--- src/rtl/decode_stage.sv ---
// RV32I instruction-decode stage: owns the register file and
// drives the ID/EX pipeline register feeding execute.
module decode_stage (
    input  logic        clk,
    input  logic        rst_n,
    input  logic        regwriteW,
    input  logic [4:0]  rdW,
    input  logic [31:0] resultW,
    input  logic [31:0] instrD,
    input  logic [31:0] pcD,
    input  logic [31:0] pc4D,
    output logic        regwriteE,
    output logic        memrwE,
    output logic        aselE,
    output logic        bselE,
    output logic [1:0]  wbselE,
    output logic [2:0]  ALUselE,
    output logic [4:0]  rdE,
    output logic [4:0]  rs1E,
    output logic [4:0]  rs2E,
    output logic [31:0] rd1E,
    output logic [31:0] rd2E,
    output logic [31:0] imm_exE,
    output logic [31:0] pcE,
    output logic [31:0] pc4E
);

    localparam logic [6:0] OP_R   = 7'b0110011;
    localparam logic [6:0] OP_I   = 7'b0010011;
    localparam logic [6:0] OP_LD  = 7'b0000011;
    localparam logic [6:0] OP_ST  = 7'b0100011;
    localparam logic [6:0] OP_JAL = 7'b1101111;

    typedef enum logic [2:0] {
        ALU_ADD = 3'b000,
        ALU_SUB = 3'b001,
        ALU_AND = 3'b010,
        ALU_OR  = 3'b011,
        ALU_XOR = 3'b100,
        ALU_SLL = 3'b101,
        ALU_SRL = 3'b110,
        ALU_SLT = 3'b111
    } alu_t;

    logic [31:0] rf [0:31];

    logic [6:0]  opcode;
    logic [2:0]  funct3;
    logic        alt;
    logic [4:0]  rd;
    logic [4:0]  rs1;
    logic [4:0]  rs2;
    logic        wr_en;
    logic [31:0] rd1;
    logic [31:0] rd2;

    logic        is_r;
    logic        is_i;
    logic        is_ld;
    logic        is_st;
    logic        is_jal;

    logic [31:0] imm_i;
    logic [31:0] imm_s;
    logic [31:0] imm_j;

    logic        alu_ok;
    alu_t        alu_op;

    logic        regwrite;
    logic        memrw;
    logic        asel;
    logic        bsel;
    logic [1:0]  wbsel;
    logic [2:0]  alusel;
    logic [31:0] imm;

    assign opcode = instrD[6:0];
    assign rd     = instrD[11:7];
    assign funct3 = instrD[14:12];
    assign rs1    = instrD[19:15];
    assign rs2    = instrD[24:20];
    assign alt    = instrD[30];

    assign is_r   = (opcode == OP_R);
    assign is_i   = (opcode == OP_I);
    assign is_ld  = (opcode == OP_LD);
    assign is_st  = (opcode == OP_ST);
    assign is_jal = (opcode == OP_JAL);

    assign imm_i = {{20{instrD[31]}}, instrD[31:20]};
    assign imm_s = {{20{instrD[31]}}, instrD[31:25], instrD[11:7]};
    assign imm_j = {{12{instrD[31]}}, instrD[19:12], instrD[20],
                    instrD[30:21], 1'b0};

    // x0 is never written, so its storage slot stays unused
    assign wr_en = regwriteW && (rdW != 5'd0);

    always_ff @(posedge clk) begin
        if (wr_en) begin
            rf[rdW] <= resultW;
        end
    end

    assign rd1 = (rs1 == 5'd0) ? 32'd0 :
                 (wr_en && rdW == rs1) ? resultW : rf[rs1];
    assign rd2 = (rs2 == 5'd0) ? 32'd0 :
                 (wr_en && rdW == rs2) ? resultW : rf[rs2];

    // SLTU and arithmetic right shifts have no ALU code
    always_comb begin
        alu_ok = 1'b1;
        alu_op = ALU_ADD;
        unique case (funct3)
            3'b000: alu_op = (is_r && alt) ? ALU_SUB : ALU_ADD;
            3'b001: alu_op = ALU_SLL;
            3'b010: alu_op = ALU_SLT;
            3'b011: alu_ok = 1'b0;
            3'b100: alu_op = ALU_XOR;
            3'b101: begin
                alu_op = ALU_SRL;
                alu_ok = !alt;
            end
            3'b110: alu_op = ALU_OR;
            3'b111: alu_op = ALU_AND;
            default: alu_ok = 1'b0;
        endcase
    end

    always_comb begin
        regwrite = 1'b0;
        memrw    = 1'b0;
        asel     = 1'b0;
        bsel     = 1'b0;
        wbsel    = 2'b00;
        alusel   = ALU_ADD;
        imm      = 32'd0;
        unique case (1'b1)
            is_r && alu_ok: begin
                regwrite = 1'b1;
                wbsel    = 2'b01;
                alusel   = alu_op;
            end
            is_i && alu_ok: begin
                regwrite = 1'b1;
                bsel     = 1'b1;
                wbsel    = 2'b01;
                alusel   = alu_op;
                imm      = imm_i;
            end
            is_ld: begin
                regwrite = 1'b1;
                bsel     = 1'b1;
                imm      = imm_i;
            end
            is_st: begin
                memrw = 1'b1;
                bsel  = 1'b1;
                imm   = imm_s;
            end
            is_jal: begin
                regwrite = 1'b1;
                asel     = 1'b1;
                bsel     = 1'b1;
                wbsel    = 2'b10;
                imm      = imm_j;
            end
            default: begin
                regwrite = 1'b0;
            end
        endcase
    end

    always_ff @(posedge clk) begin
        if (rst_n) begin
            regwriteE <= 1'b0;
            memrwE    <= 1'b0;
            aselE     <= 1'b0;
            bselE     <= 1'b0;
            wbselE    <= 2'b00;
            ALUselE   <= 3'b000;
            rdE       <= 5'd0;
            rs1E      <= 5'd0;
            rs2E      <= 5'd0;
            rd1E      <= 32'd0;
            rd2E      <= 32'd0;
            imm_exE   <= 32'd0;
            pcE       <= 32'd0;
            pc4E      <= 32'd0;
        end else begin
            regwriteE <= regwrite;
            memrwE    <= memrw;
            aselE     <= asel;
            bselE     <= bsel;
            wbselE    <= wbsel;
            ALUselE   <= alusel;
            rdE       <= rd;
            rs1E      <= rs1;
            rs2E      <= rs2;
            rd1E      <= rd1;
            rd2E      <= rd2;
            imm_exE   <= imm;
            pcE       <= pcD;
            pc4E      <= pc4D;
        end
    end

endmodule

--- config.mk ---
export PLATFORM = sky130hd
export DESIGN_NAME = decode_stage
export DESIGN_NICKNAME = d
export VERILOG_FILES = /design/src/rtl/decode_stage.sv
export SDC_FILE = /design/constraint.sdc
export NUM_CORES = 1
export LEC_CHECK = 0
export ABC_CLOCK_PERIOD_IN_PS = 5900
export BUFFER_PORTS_ARGS = -buffer_cell sky130_fd_sc_hd__buf_4
export CAP_MARGIN = 20
export CORE_MARGIN = 5
export CORE_UTILIZATION = 33
export CTS_CLUSTER_DIAMETER = 120
export CTS_CLUSTER_SIZE = 14
export DETAILED_ROUTE_END_ITERATION = 16
export PLACE_DENSITY_LB_ADDON = 0.05
export SLEW_MARGIN = 20
export SYNTH_ARGS = -nofsm -noshare
export SYNTH_HDL_FRONTEND = slang
export SYNTH_SLANG_ARGS = --single-unit
--- constraint.sdc ---
create_clock -name clk -period 5.9 [get_ports clk]
set_input_delay 1.18 -clock clk [delete_from_list [all_inputs] [get_ports clk]]
set_output_delay 1.18 -clock clk [all_outputs]
set_load 0.01 [all_outputs]
==> results.toml <==
[run_status]
run_status = "complete, no violations"

[synth]
synth_top_flop_cell = "sky130_fd_sc_hd__edfxtp_1"
count_of_flip_flops_with_a_built_in_enable_after_synthesis = 1024
synthTopCellsByArea = "sky130_fd_sc_hd__edfxtp_1, sky130_fd_sc_hd__mux4_2, sky130_fd_sc_hd__dfxtp_1"
synthArstFlopShare = 0
postSynthCellCount = 2977
post-synth-top-area-cell = "sky130_fd_sc_hd__edfxtp_1"
portion_of_the_post_synthesis_area_used_by_sequential_elements = 0.648
synthesis.yosys.warnings = 0
post_synth_instance_area_um2 = 52700
postSynthRegisterBits = 1196
synth.distinct_cells = 54
netlist.area_leader.share = 0.583
syn_avg_cell_area_um2 = 17.7

[clock_tree]
cts.clk_slew.worst_paths_ns = 0.07
cts_buffers = 95
cts_hold_buffers = 0
clock_tree.htree_level_count = 3
worstSkewPairLatency_ns = 0.73
tritoncts_num_sinks = 1196
tritoncts_clock_tree = "yes"
max-clock-path-buffers = 3
post-cts-setup-buffer-count = 0
cts.repair.resized = 0
clock-root-buffer = "sky130_fd_sc_hd__clkbuf_16"

[floorplan]
die-width_um = 410
fp.coreArea_um2 = 159000
die_area_um2 = 168000
fp-row-count = 146
starting_density_of_the_core = 0.333
die-height_um = 410
boundaryPins = 320

[timing]
fin_hold_ws_ns = 0.671
slew_viol_final = 0
finalWorstPathRequiredPeriod_ns = 3.43
timing.final.crit_share = 0.582
setup_viol_count_final = 0
clock-skew-final_ns = 0.0300
rsz0062_at_grt = "false"
fin_setup_tns_ns = 0
final_hold_viol_count = 0
max_freq_ghz = 0.291
slew_headroom = 0.280
worst_pin_slew_ns = 1.08

[final_layout]
post_layout_nonfiller_instances = 5438
nets = 3420
final_core_utilization = 0.383
synthToLayoutAreaGrowth_pct = 15.2
layout_commonest_cell = "sky130_fd_sc_hd__edfxtp_1"
final_cell_mix = "sky130_fd_sc_hd__edfxtp_1, sky130_fd_sc_hd__buf_4, sky130_fd_sc_hd__mux4_2, sky130_fd_sc_hd__mux2i_1, sky130_fd_sc_hd__dfxtp_1"
drive_above_1_share = 0.285
final_design_area_no_fill_um2 = 60700

[detailed_routing]
drt-vias-per-instance = 5.88
route.final.wire_length_um = 201000
wl_per_cell_um = 36.9
first_iter_violations = 3218
route.vias.total = 31975
ant_nets = 0
drc_errors_left = 0
detail_route.first_pass.iterations = 6

[grt]
grt_pass1_vias = 33185
antenna_found_initial = 12
wire_length_of_the_first_global_routing_pass_um = 275000
grt_use_total = 0.234
grt_max_degree = 88
overflow = 0

[critical_path]
critical_path.startpoint = "instrD[17]"
timing.critical_path.arrival_ns = 4.00
critPathLaunchType = "input pin"
worst-path-max-fanout = 60
required_ns = 6.47
critPathKind = "input pin to flip-flop"
worst_setup_path_end_kind = "flip-flop"
worst_reg2reg_startpoint = "rf[0][6]"

[placement]
post-dp-hpwl_um = 124000
place.detailed.instances = 5259
buffer_ports.inserted = 319
place_congestion = 0.824
placement.cell_area_um2 = 58000

[power]
power_density_nw_per_um2 = 287
vdd_ir_drop_max_mv = 0.217
p_leak_nw = 20.4

[hold_path]
timing.hold.worst.class = "input pin to flip-flop"
min-delay-start = "instrD[28]"

[run]
cap_violations = 0
[critical path, cell delays in order]
cell,delay (ns)
sky130_fd_sc_hd__buf_6,0.55
sky130_fd_sc_hd__xnor2_1,0.19
sky130_fd_sc_hd__nand3_1,0.25
sky130_fd_sc_hd__o31ai_4,0.79
sky130_fd_sc_hd__buf_12,0.34
sky130_fd_sc_hd__a211oi_1,0.16
sky130_fd_sc_hd__a211o_1,0.38
[Yosys cell counts (22+ instances only)]
| master | n |
|---|---|
| sky130_fd_sc_hd__buf_6 | 23 |
| sky130_fd_sc_hd__a221oi_1 | 64 |
| sky130_fd_sc_hd__dfxtp_1 | 172 |
| sky130_fd_sc_hd__o21bai_1 | 33 |
| sky130_fd_sc_hd__a21oi_1 | 84 |
| sky130_fd_sc_hd__edfxtp_1 | 1024 |
| sky130_fd_sc_hd__nand3_1 | 49 |
| sky130_fd_sc_hd__o221ai_1 | 22 |
| sky130_fd_sc_hd__a211oi_1 | 81 |
| sky130_fd_sc_hd__mux4_2 | 371 |
| sky130_fd_sc_hd__clkbuf_1 | 79 |
| sky130_fd_sc_hd__a211o_1 | 32 |
| sky130_fd_sc_hd__nand2_1 | 65 |
| sky130_fd_sc_hd__a22oi_1 | 119 |
| sky130_fd_sc_hd__buf_4 | 32 |
| sky130_fd_sc_hd__nor2b_1 | 115 |
| sky130_fd_sc_hd__buf_2 | 104 |
| sky130_fd_sc_hd__a32o_1 | 32 |
| sky130_fd_sc_hd__nor2_1 | 47 |
| sky130_fd_sc_hd__mux2i_1 | 321 |
[worst paths after layout]
path,end,cells past startpoint,slack [ns]
hold / removal,imm_exE[8],2,0.67
hold reg to reg,rd2E[21],4,0.87
setup reg to reg,rd1E[6],5,3.74
setup / recovery,rd1E[25],7,2.47
[flip-flops by register name (all words and copies together), names as in the netlist, 3 cells and up]
| signal | count |
|---|---|
| rd2E | 32 |
| rf | 1024 |
| pc4E | 32 |
| pcE | 32 |
| ALUselE | 3 |
| rdE | 5 |
| imm_exE | 21 |
| rs1E | 5 |
| rd1E | 32 |
| rs2E | 5 |
[layer usage]
metal / share of wire / vias to the layer above / global-route usage
li1: - / 12970 / -
met1: 0.43 / 17328 / 0.318
met2: 0.48 / 1393 / 0.389
met3: 0.056 / 284 / 0.0336
met4: 0.034 / 0 / 0.0724
met5: 0 / - / 0
[power breakdown]
part | switching [W] | internal, W
clock | 0.00309 | 0.00312
sequential | 0.000127 | 0.00934
combinational | 0.00104 | 0.000693
[area by class of cell]
type,instances,area [um^2]
fill,14545,97800
sequential,1196,34200
multi-input combinational,1559,17600
timing repair buffer,426,3560
clock buffer,172,2730
tap,2072,2590
clock inverter,4,42.5
inverter,6,22.5
antenna,3,7.51
[kinds of logic after synthesis]
family | synth area share
other | 0.0000711
multiplexers | 0.219
AO/OA/AOI/OAI | 0.0716
AND/OR/NAND/NOR | 0.0327
buffers and inverters | 0.0260
XOR/XNOR | 0.00183
flip-flops | 0.648
[stage by stage]
stage | power [W] | setup WS [ns]
floorplan | 0.0105 | 1.98
global route | 0.0180 | 2.38
detailed placement | 0.0114 | 1.71
global placement | 0.0114 | 1.37
finish | 0.0174 | 2.47
CTS | 0.0176 | 2.50
Power figures use the tool's default switching activity.
